`config.mk`:
```
export PLATFORM = sky130hd
export DESIGN_NAME = ppu_vblank_nmi
export DESIGN_NICKNAME = d
export VERILOG_FILES = /design/src/rtl/ppu_pkg.sv /design/src/rtl/ppu_raster_counter.sv /design/src/rtl/ppu_vblank_nmi.sv
export SDC_FILE = /design/constraint.sdc
export NUM_CORES = 1
export LEC_CHECK = 0
export BUFFER_PORTS_ARGS = -buffer_cell sky130_fd_sc_hd__buf_2
export CORE_UTILIZATION = 47
export DETAILED_ROUTE_END_ITERATION = 10
export HOLD_SLACK_MARGIN = 0.1
export PLACE_DENSITY = 0.73
export SYNTH_ARGS = -nofsm -noshare
export SYNTH_HDL_FRONTEND = slang
export SYNTH_SLANG_ARGS = --single-unit
```
`constraint.sdc`:
```
create_clock -name i_clk -period 2.1 [get_ports i_clk]
set_input_delay 0.315 -clock i_clk [delete_from_list [all_inputs] [get_ports i_clk]]
set_output_delay 0.315 -clock i_clk [all_outputs]
set_load 0.01 [all_outputs]
```
`src/rtl/ppu_pkg.sv`:
```
// ============================================================================
// ppu_pkg: register indices, default raster geometry and PPUCTRL layout.
// Revision: 1.0
// ============================================================================
`default_nettype none
`timescale 1ns/1ps

package ppu_pkg;

  localparam logic [2:0] PPUCTRL   = 3'd0;
  localparam logic [2:0] PPUSTATUS = 3'd2;

  localparam int DEF_DOTS_PER_LINE   = 341;
  localparam int DEF_LINES_PER_FRAME = 262;
  localparam int DEF_VBLANK_LINE     = 241;
  localparam int DEF_PRERENDER_LINE  = 261;

  typedef struct packed {
    logic       nmi_en;
    logic [6:0] other;
  } ppuctrl_t;

endpackage

`default_nettype wire

```
`src/rtl/ppu_raster_counter.sv`:
```
// ============================================================================
// ppu_raster_counter: dot/scanline counters with a one-clk frame_start pulse.
// Revision: 1.0
// ============================================================================
`default_nettype none
`timescale 1ns/1ps

module ppu_raster_counter
  import ppu_pkg::*;
#(
  parameter int DOTS_PER_LINE   = DEF_DOTS_PER_LINE,
  parameter int LINES_PER_FRAME = DEF_LINES_PER_FRAME
) (
  input  logic       i_clk,
  input  logic       i_reset,
  input  logic       i_ce,
  output logic [8:0] o_dot,
  output logic [8:0] o_scanline,
  output logic       o_frame_start
);

  localparam logic [8:0] c_DOT_LAST  = 9'(DOTS_PER_LINE - 1);
  localparam logic [8:0] c_LINE_LAST = 9'(LINES_PER_FRAME - 1);

  logic [8:0] r_dot;
  logic [8:0] r_line;
  logic       r_frame_start;
  logic       w_eol;
  logic       w_eof;

  assign w_eol = (r_dot == c_DOT_LAST);
  assign w_eof = w_eol && (r_line == c_LINE_LAST);

  always_ff @(posedge i_clk or posedge i_reset) begin
    if (i_reset) begin
      r_dot         <= 9'd0;
      r_line        <= 9'd0;
      r_frame_start <= 1'b0;
    end else begin
      r_frame_start <= i_ce && w_eof;
      if (i_ce) begin
        if (w_eol) begin
          r_dot  <= 9'd0;
          r_line <= w_eof ? 9'd0 : r_line + 9'd1;
        end else begin
          r_dot <= r_dot + 9'd1;
        end
      end
    end
  end

  assign o_dot         = r_dot;
  assign o_scanline    = r_line;
  assign o_frame_start = r_frame_start;

endmodule

`default_nettype wire

```
`src/rtl/ppu_vblank_nmi.sv`:
```
// ============================================================================
// ppu_vblank_nmi: vblank flag, NMI level and the $2000/$2002 CPU register port.
// Revision: 1.0
// ============================================================================
`default_nettype none
`timescale 1ns/1ps

module ppu_vblank_nmi
  import ppu_pkg::*;
#(
  parameter int DOTS_PER_LINE   = DEF_DOTS_PER_LINE,
  parameter int LINES_PER_FRAME = DEF_LINES_PER_FRAME,
  parameter int VBLANK_LINE     = DEF_VBLANK_LINE,
  parameter int PRERENDER_LINE  = DEF_PRERENDER_LINE
) (
  input  logic       i_clk,
  input  logic       i_reset,
  input  logic       i_ppu_ce,
  input  logic       i_reg_en,
  input  logic       i_reg_write,
  input  logic [2:0] i_reg_addr,
  input  logic [7:0] i_reg_din,
  output logic [7:0] o_reg_dout,
  output logic       o_nmi,
  output logic       o_vblank,
  output logic [7:0] o_ctrl,
  output logic [8:0] o_dot,
  output logic [8:0] o_scanline,
  output logic       o_frame_start
);

  localparam logic [8:0] c_VBL_LINE = 9'(VBLANK_LINE);
  localparam logic [8:0] c_PRE_LINE = 9'(PRERENDER_LINE);

  logic [8:0] w_dot;
  logic [8:0] w_line;
  logic       w_rd;
  logic       w_wr;
  logic       w_rd_status;
  logic       w_vbl_set;
  logic       w_vbl_clr;

  ppuctrl_t   r_ctrl;
  logic [7:0] r_latch;
  logic [7:0] r_dout;
  logic       r_vblank;
  logic       r_nmi;

  ppu_raster_counter #(
    .DOTS_PER_LINE   (DOTS_PER_LINE),
    .LINES_PER_FRAME (LINES_PER_FRAME)
  ) u_raster (
    .i_clk         (i_clk),
    .i_reset       (i_reset),
    .i_ce          (i_ppu_ce),
    .o_dot         (w_dot),
    .o_scanline    (w_line),
    .o_frame_start (o_frame_start)
  );

  assign w_rd        = i_reg_en && !i_reg_write;
  assign w_wr        = i_reg_en && i_reg_write;
  assign w_rd_status = w_rd && (i_reg_addr == PPUSTATUS);
  // Events fire on the ce cycle that moves the raster from dot 0 to dot 1.
  assign w_vbl_set   = i_ppu_ce && (w_line == c_VBL_LINE) && (w_dot == 9'd0);
  assign w_vbl_clr   = i_ppu_ce && (w_line == c_PRE_LINE) && (w_dot == 9'd0);

  always_ff @(posedge i_clk or posedge i_reset) begin
    if (i_reset) begin
      r_ctrl   <= '0;
      r_latch  <= 8'd0;
      r_dout   <= 8'd0;
      r_vblank <= 1'b0;
      r_nmi    <= 1'b0;
    end else begin
      // A status read coinciding with the set event wins: the frame loses its flag.
      if (w_vbl_set && !w_rd_status) begin
        r_vblank <= 1'b1;
      end else if (w_vbl_clr || w_rd_status) begin
        r_vblank <= 1'b0;
      end
      r_nmi <= r_vblank && r_ctrl.nmi_en;
      if (w_wr) begin
        r_latch <= i_reg_din;
        if (i_reg_addr == PPUCTRL) begin
          r_ctrl <= ppuctrl_t'(i_reg_din);
        end
      end
      if (w_rd) begin
        r_dout <= (i_reg_addr == PPUSTATUS) ? {r_vblank, 2'b00, r_latch[4:0]} : r_latch;
      end
    end
  end

  assign o_reg_dout = r_dout;
  assign o_nmi      = r_nmi;
  assign o_vblank   = r_vblank;
  assign o_ctrl     = r_ctrl;
  assign o_dot      = w_dot;
  assign o_scanline = w_line;

endmodule

`default_nettype wire

```
==> metrics.txt, run 1 <==
outcome=completed; DR iter-0 viols=62; required time of the critical path=2.32 ns; Slew @ Worst Pin=0.833 ns; Syn Nets=187; first-pass GRT wire length=6220 um; Crit path buffers/inverters=1; Synth cell types=32; Setup WS pre-CTS=-0.0689 ns; Die Wd=67.0 um; CTS tree=done; total global routing track utilization=0.190; Final WS setup=0.0769 ns; Final Util=0.623; ant diodes=0; RSZ-0062 raised after global routing=false; GR Overflow Total=0; final wirelength=4030 um; fin crit period=2.02 ns; worst ir drop on vdd=0.000620 V; Startpoint Class=register; clk sinks=45; commonest non-fill, non-tap cell in the layout=buf_2; Setup Skew=0.00711 ns; max-capacitance violation count=0; Top delay family on crit path=simple AND/OR/NAND/NOR gates; Syn Inst Count=167; Via density=5.32; Hold Slack=0.261 ns; crit share post-route=0.963; Slew HR=0.441; num rows=23; # setup viols final=0; cell area after synthesis=1980 um2; crit-path max FO=5; Post-route DRC=0; clk buf depth=2; Final Hold Viols=0; worst-skew pair later-pin latency=0.29 ns; initial core utilization=0.493; power density over cell area=971 nW/um2; Yosys reg bits=45; largest net degree at the start of global routing=25; CP max stage delay=0.47 ns; CP cell instances=inv_1, ha_1, or4b_4, or3_4, or3_1, o21ai_0; sequential area share after synthesis=0.567; wire length per cell=14.1 um; die extent in y=67.0 um; first-pass iteration count of the detailed router=4; vias in the first global route=1363; die area=4490 um2; antenna viol nets, final=0; Core Footprint=4030 um2; Min-Delay Path Class=input port to register; cts bufs inserted=5; nets=255; RD Place Congestion=0.762; H-tree depth=2; Final Slew Violations=0; Fillers=336; Final Instance Area=2510 um2; crit path DAT=2.24 ns; clock root cell=clkbuf_8; layout cells sized above 1=0.424; Area growth syn-to-layout=26.4%; DR vias=1521; CP Class=register to register; Post CTS Setup Buffer Count=0; Avg Cell Area, Syn=11.9 um2; hpwl dp=2890 um; CP Capture Type=register; initial antenna violation count=0; most frequent cells in the layout=buf_2 (52), dfrtp_1 (44), mux2_2 (21), nand2_1 (17), buf_4 (11); Port Buffers=52; yosys warns=0; Top Ports=53; clock slew at the register clock pins of the worst setup and hold paths=0.08 ns; placed cell area=2360 um2; leak pwr=1.25 nW; fmax=494 MHz; slowest CP cell=or4b_4
-- cells by family after synthesis --
group	Yosys count	synth area share
AO/OA/AOI/OAI	19	0.0536
XOR/XNOR	10	0.0441
adder cells (fa/ha/maj)	4	0.0252
buffers and inverters	9	0.0227
flip-flops	45	0.567
multiplexers	23	0.129
AND/OR/NAND/NOR	57	0.158
-- layout make-up --
| class | instances | area (um2) | area share |
|---|---|---|---|
| flip-flops and latches | 45 | 1130 | 0.449 |
| multi-input cells | 114 | 831 | 0.331 |
| repair buffers | 64 | 353 | 0.141 |
| clock buffers | 7 | 86.3 | 0.0344 |
| well taps | 50 | 62.6 | 0.0249 |
| clock inverters | 1 | 30.0 | 0.0120 |
| inverters | 5 | 18.8 | 0.00748 |
-- per-stage QoR --
step           TNS (ns)  instances  power [W]
6_report              0        286    0.00244
5_1_grt               0        286    0.00258
4_1_cts               0        285    0.00246
3_5_place_dp     -0.142        276    0.00178
3_3_place_gp          0        276    0.00176
2_1_floorplan         0        167    0.00148
-- final timing paths --
check / startpoint / end / slack (ns) / depth (start not counted)
min reg2reg: o_reg_dout[6] / o_reg_dout[6] / 0.49 / 2
min: i_reg_din[4] / r_latch[4] / 0.26 / 2
min in group asynchronous: i_reset / u_raster.o_scanline[6] / 0.62 / 3
max: u_raster.o_dot[0] / u_raster.o_scanline[8] / 0.08 / 6
max reg2reg: u_raster.o_dot[0] / u_raster.o_scanline[8] / 0.08 / 6
max in group asynchronous: i_reset / o_reg_dout[3] / 0.86 / 4
-- power breakdown --
group	leakage [nW]	internal (W)	switching [W]
combinational	0.631	0.000322	0.000323
sequential	0.559	0.00102	0.000102
clock	0.0585	0.000388	0.000278
total	1.25	0.00173	0.000703
-- repair_timing --
| item | 4_1_cts | 5_1_grt |
|---|---|---|
| resized for setup | 1 | 2 |
| endpoints found under the setup margin | 4 | 2 |
| hold buffers | 1 | 0 |
| pin swaps | 0 | 3 |
| cloned | 0 | 1 |
| hold endpoints to repair | 21 | 0 |
-- state kept, by name, indices dropped and copies added, names as in the netlist --
name and count:
u_raster.o_scanline 9, o_vblank 1, o_nmi 1, o_reg_dout 8, o_ctrl 8, u_raster.o_dot 9
u_raster.o_frame_start 1, r_latch 8
-- synthesized netlist by cell type --
library cell,instances,area share
o21ai_0,11,0.028
a21oi_1,4,0.010
nor2_1,10,0.019
nor4_1,2,0.0063
or2_2,1,0.0032
a21boi_0,1,0.0038
xnor2_1,2,0.0088
mux2_2,21,0.12
nand2_1,17,0.032
and3_1,1,0.0032
inv_1,5,0.0095
o41ai_1,1,0.0044
buf_6,1,0.0057
buf_4,1,0.0038
nand4_1,3,0.0095
or3_1,3,0.0095
nor4_4,1,0.011
nor4_2,1,0.0063
and4b_1,1,0.0050
nor3_1,5,0.013
dfrtp_1,45,0.57
or4b_2,1,0.0050
or4b_4,1,0.0069
and2_1,1,0.0032
o31ai_1,2,0.0076
clkbuf_1,2,0.0038
nand3b_1,1,0.0038
xor2_1,8,0.035
nand3_1,6,0.015
ha_1,4,0.025
mux2i_1,2,0.010
nand2b_1,2,0.0063
-- worst register-to-register path: stages (launching register included) --
cell and delay, ns:
dfrtp_2 0.40, inv_1 0.06, ha_1 0.14, or4b_4 0.47, or3_4 0.45, or3_1 0.35
o21ai_0 0.08
-- metal layers --
layer / part of all wire / GRT usage
met1: 0.45 / 0.229
met2: 0.49 / 0.324
met3: 0.049 / 0.0428
met4: 0.012 / 0.0798
met5: 0 / 0
Power figures use the tool's default switching activity.
==> inputs of run 2 (changes only) <==
ABC_AREA = 1   (was default)
==> run 2 against run 1 <==
  * Hold slack worse by 0.12 ns
  * Non-clock buffer count fell by 11
  * Design area increased by 1.3%
  * Utilization decreased by 3.9 points
  * Maximum frequency increased by 22%
  * Sequential share of layout area fell by 0.62 points
  * Sequential power barely moved
  * Largest power group unchanged
==> metrics.txt, run 2 <==
Port Buffers=52; clk buf depth=2; R2R setup slack=0.45 ns; share of the synthesized area in the top cell type=0.529; required time of the critical path=2.29 ns; Non-Filler Instances=369; Syn Inst Count=261; clock share of power=0.271; clock root cell=clkbuf_8; final wirelength=4220 um; Syn Nets=281; Slew HR=0.638; leak pwr=1.36 nW; RD Place Congestion=0.878; slowest CP cell=dfrtp_1; yosys warns=0; fin crit period=1.65 ns; first-pass iteration count of the detailed router=4; Top Ports=53; sequential area share after synthesis=0.529; CP Capture Type=register; worst-skew pair later-pin latency=0.30 ns; antenna viol nets, final=0; layout cells sized above 1=0.227; CP cell instances=inv_1, ha_1, nand3_1, nor2_4, inv_2, nor3_1, nor2_1; Core Footprint=4350 um2; RSZ-0062 raised after global routing=false; Final Hold Viols=0; setup TNS=0 ns; worst ir drop on vdd=0.000508 V; Post CTS Setup Buffer Count=0; fmax=605 MHz; Sw Pwr=0.000768 W; Critical R2R Capture=u_raster.o_scanline[7]; outcome=completed; Die Wd=69.3 um; Hold Slack=0.137 ns; first-pass GRT wire length=7090 um; Via density=4.85; Synth cell types=26; Slew @ Worst Pin=0.543 ns; Internal=0.00157 W; num rows=24; hold_buf cts=0; die area=4800 um2; largest net degree at the start of global routing=46; CP Class=register to register; hpwl dp=3070 um; initial core utilization=0.489; Startpoint Class=register; Post-synth EDFFs=0; cts bufs inserted=5; crit share post-route=0.787; DR vias=1790; most frequent cells in the layout=nand2_1 (69), buf_2 (52), dfrtp_1 (45), inv_1 (36), o21ai_0 (31); Yosys reg bits=45; commonest non-fill, non-tap cell in the layout=nand2_1; cell area after synthesis=2130 um2; top cells by count, synth=nand2_1 (69), dfrtp_1 (45), inv_1 (37), o21ai_0 (31), nor2_1 (26); nets=337; Seq pwr share=0.495; Final Slew Violations=0; H-tree depth=2; wire length per cell=11.4 um; asr flop ratio synth=1.00; R2R depth=7; initial antenna violation count=0; die extent in y=69.3 um; Post-route DRC=0; synth top area cells=dfrtp_1 (53%), nand2_1 (12%), o21ai_0 (7.3%); clock slew at the register clock pins of the worst setup and hold paths=0.08 ns; crit path DAT=1.84 ns; total global routing track utilization=0.185; Placed Cells=362; power density over cell area=922 nW/um2; GR Overflow Total=0; DR iter-0 viols=114; Avg Cell Area, Syn=8.16 um2; dominant cell by count in the synthesized netlist=nand2_1; Min-Delay Path Class=input port to async pin; # setup viols final=0; crit-path max FO=16; dominant cell type by area after synthesis=dfrtp_1; ant diodes=0; max-capacitance violation count=0; logic gate share of total power=0.234; most common flop cell mapped by yosys=dfrtp_1; CTS tree=done; Net Sw Frac=0.328; clk sinks=45; CP max stage delay=0.40 ns; Area growth syn-to-layout=19.3%; vias in the first global route=1626; worst r2r src=u_raster.o_dot[0]; Setup Skew=0.00352 ns; # resized after CTS=0
## run 2: how the worst max path moves through the flow
stage	startpoint	endpoint	slack [ns]	cells past startpoint
6_report	u_raster.o_dot[0]	u_raster.o_scanline[7]	0.45	7
5_1_grt	u_raster.o_dot[0]	u_raster.o_scanline[7]	0.34	7
4_1_cts	u_raster.o_dot[0]	u_raster.o_scanline[7]	0.44	7
3_5_place_dp	u_raster.o_dot[0]	u_raster.o_scanline[7]	0.45	7
3_3_place_gp	u_raster.o_dot[0]	u_raster.o_scanline[7]	0.55	7
2_1_floorplan	u_raster.o_dot[0]	u_raster.o_scanline[7]	0.71	7
## run 2: kinds of logic (layout without fill, tap and decap cells)
group,Yosys count,in the layout,share of synthesized area
adders and majority gates,4,4,0.0235
xor gates and xnor gates,5,5,0.0206
buffers and inverters,44,100,0.0823
DFF,45,45,0.529
AOI/OAI and AO/OA,35,35,0.0840
and+or+nand+nor,128,128,0.261
## run 2: layout make-up
type	count	area [um2]
Sequential cell	45	1130
Timing Repair Buffer	53	268
Clock buffer	5	68.8
Inverter	40	150
Fill cell	401	1810
Tap cell	52	65.1
Clock inverter	2	35.0
Multi-Input combinational cell	172	828
## run 2: power groups by stage
| stage | Clock (W) | Combinational (W) | Sequential [W] |
|---|---|---|---|
| after global routing | 0.000678 | 0.000624 | 0.00118 |
| after CTS | 0.000650 | 0.000554 | 0.00116 |
| after detailed placement | 0 | 0.000551 | 0.00117 |
| final | 0.000635 | 0.000548 | 0.00116 |
| after global placement | 0 | 0.000542 | 0.00118 |
| after floorplan | 0 | 0.000290 | 0.00121 |
## run 2: metrics by stage
stage	area, um2	util	setup slack (ns)	total power [W]
2_1_floorplan	2130	-	0.706	0.00150
5_1_grt	2540	0.584	0.340	0.00248
4_1_cts	2540	0.584	0.443	0.00236
3_3_place_gp	2440	0.560	0.548	0.00172
6_report	2540	0.584	0.447	0.00234
3_5_place_dp	2440	0.560	0.452	0.00172
## run 2: per-layer routing
| metal | track usage | part of all wire |
|---|---|---|
| met5 | 0 | 0 |
| met4 | 0.0726 | 0.015 |
| met3 | 0.0422 | 0.039 |
| met2 | 0.282 | 0.45 |
| met1 | 0.257 | 0.50 |
## run 2: critical path, delay by kind of cell, from the launching register on
kind	cells	cell delay, ns
fa+ha+maj	1	0.20
buf+inv	2	0.24
flops	1	0.40
simple gates	4	0.70
==> inputs of run 3 (changes only) <==
ABC_AREA = 0   (was 1)
clock period = 1.5 ns   (was 2.1 ns; I/O delays follow)
==> run 3 against run 2 <==
  * The run now ends with setup timing left
  * Final cell count fell by 17%
  * Design area rose by 7.4%
  * Largest power group unchanged
  * Non-clock buffer count rose by 32
  * Sequential cell count did not move
  * Combinational power rose by 84%
  * Register-to-register slack got worse by 0.87 ns
  * Utilization rose by 9.4 points
  * Sequential power rose by 34%
  * Maximum frequency fell by 14%
  * Hold slack improved by 0.033 ns
  * Setup slack got worse by 0.87 ns
  * Via count fell by 9.4%
==> metrics.txt, run 3 (synthesized netlist as in run 1, its figures left out) <==
outcome=finished, violations left; failing checks=setup timing; setup TNS=-5.70 ns; R2R depth=6; Top Ports=53; # setup viols final=18; Setup Skew=0.00712 ns; RSZ-0062 raised after global routing=true; required time of the critical path=1.72 ns; antenna viol nets, final=0; total global routing track utilization=0.211; cts bufs inserted=5; vias in the first global route=1514; clk sinks=45; largest net degree at the start of global routing=46; CP Class=register to register; DR iter-0 viols=84; worst-skew pair later-pin latency=0.29 ns; Startpoint Class=register; fin crit period=1.92 ns; CP max stage delay=0.48 ns; Slew HR=0.655; CP Capture Type=register; max-capacitance violation count=0; die extent in y=67.0 um; clock root cell=clkbuf_8; fmax=520 MHz; CP cell instances=inv_2, ha_1, or4b_4, or3_4, or3_1, o21ai_1; hpwl dp=2970 um; Fillers=311; Min-Delay Path Class=input port to register; commonest non-fill, non-tap cell in the layout=buf_2; Non-Filler Instances=307; Post-route DRC=0; Die Wd=67.0 um; leak pwr=1.36 nW; Port Buffers=52; Core Footprint=4030 um2; GR Overflow Total=0; first-pass iteration count of the detailed router=6; nets=276; Final WS setup=-0.422 ns; initial core utilization=0.493; crit-path max FO=5; wire length per cell=14.7 um; CTS tree=done; Area growth syn-to-layout=37.6%; clk buf depth=2; Placed Cells=292; final wirelength=4520 um; ant diodes=0; Via density=5.28; first-pass GRT wire length=6970 um; Hold Crit Depth=2; layout cells sized above 1=0.514; Hold Slack=0.171 ns; clock slew at the register clock pins of the worst setup and hold paths=0.09 ns; slowest CP cell=or4b_4; RD Place Congestion=0.757; Final Hold Viols=0; Slew @ Worst Pin=0.517 ns; power density over cell area=1200 nW/um2; DR vias=1621; die area=4490 um2; initial antenna violation count=0; num rows=23; most frequent cells in the layout=buf_2 (52), dfrtp_1 (43), buf_4 (29), mux2_2 (21), nand2_1 (16); crit path DAT=2.14 ns; H-tree depth=2; crit share post-route=1.28; Final Slew Violations=0; worst ir drop on vdd=0.000890 V
-- run 3: cell count changes in the layout (fill, tap and decap cells not counted), sizes merged, moves of 3 or more --
| cell | change |
|---|---|
| nand2 | -52 |
| inv | -35 |
| buf | +31 |
| nor2 | -22 |
| o21ai | -22 |
| mux2 | +21 |
| nand3 | -7 |
| xor2 | +5 |
| a21oi | +4 |
| or3 | +4 |
| nor4 | +3 |
-- run 3: path summary, 6_finish.rpt --
kind / startpoint / to / slack [ns]
setup reg to reg: u_raster.o_dot[0] / u_raster.o_scanline[8] / -0.42
setup / recovery: u_raster.o_dot[0] / u_raster.o_scanline[8] / -0.42
max in group asynchronous: i_reset / u_raster.o_dot[0] / 0.77
hold / removal: i_reg_din[5] / o_ctrl[5] / 0.17
hold reg to reg: o_reg_dout[5] / o_reg_dout[5] / 0.50
min in group asynchronous: i_reset / r_latch[5] / 0.51
-- run 3: critical path, delay by kind of cell (launching register included) --
| kind | cells | cell delay (ns) |
|---|---|---|
| flip-flops | 1 | 0.41 |
| buffers and inverters | 1 | 0.05 |
| AND/OR/NAND/NOR | 3 | 1.18 |
| adder cells (fa/ha/maj) | 1 | 0.13 |
| AO/OA/AOI/OAI | 1 | 0.07 |
-- run 3: layout make-up --
type	count	area, um2	share of cell area
Multi-Input combinational cell	114	897	0.329
Timing Repair Buffer	85	539	0.198
Inverter	5	18.8	0.00687
Clock inverter	1	7.51	0.00275
Sequential cell	45	1130	0.413
Clock buffer	7	76.3	0.0280
Tap cell	50	62.6	0.0229
-- run 3: repair_timing --
action | CTS | global route
gates cloned | 1 | 0
pin swaps | 7 | 8
hold buffers | 1 | 0
endpoints found under the hold margin | 45 | 0
gates resized for setup | 14 | 6
buffers inserted | 2 | 3
setup endpoints to repair | 18 | 18
-- run 3: routing by layer --
metal | up-vias | GRT usage | routed length [um] | part of all wire
met5 | - | 0 | 0 | 0
met4 | 0 | 0.0665 | 8 | 0.0018
met3 | 2 | 0.0462 | 226 | 0.050
met2 | 52 | 0.361 | 2320 | 0.51
met1 | 803 | 0.261 | 1960 | 0.43
li1 | 764 | - | - | -
-- run 3: power breakdown --
group	total (W)	switching [W]	internal (W)
clock network	0.000731	0.000401	0.000330
logic	0.00101	0.000513	0.000497
registers	0.00155	0.000111	0.00144
-- run 3: stage by stage --
stage,power (W),worst slack [ns],area [um2],utilization
global placement,0.00251,-0.556,2500,0.620
detailed placement,0.00256,-0.606,2500,0.620
finish,0.00329,-0.422,2730,0.678
global route,0.00349,-0.496,2730,0.678
CTS,0.00331,-0.437,2690,0.666
floorplan,0.00207,-0.544,1990,-
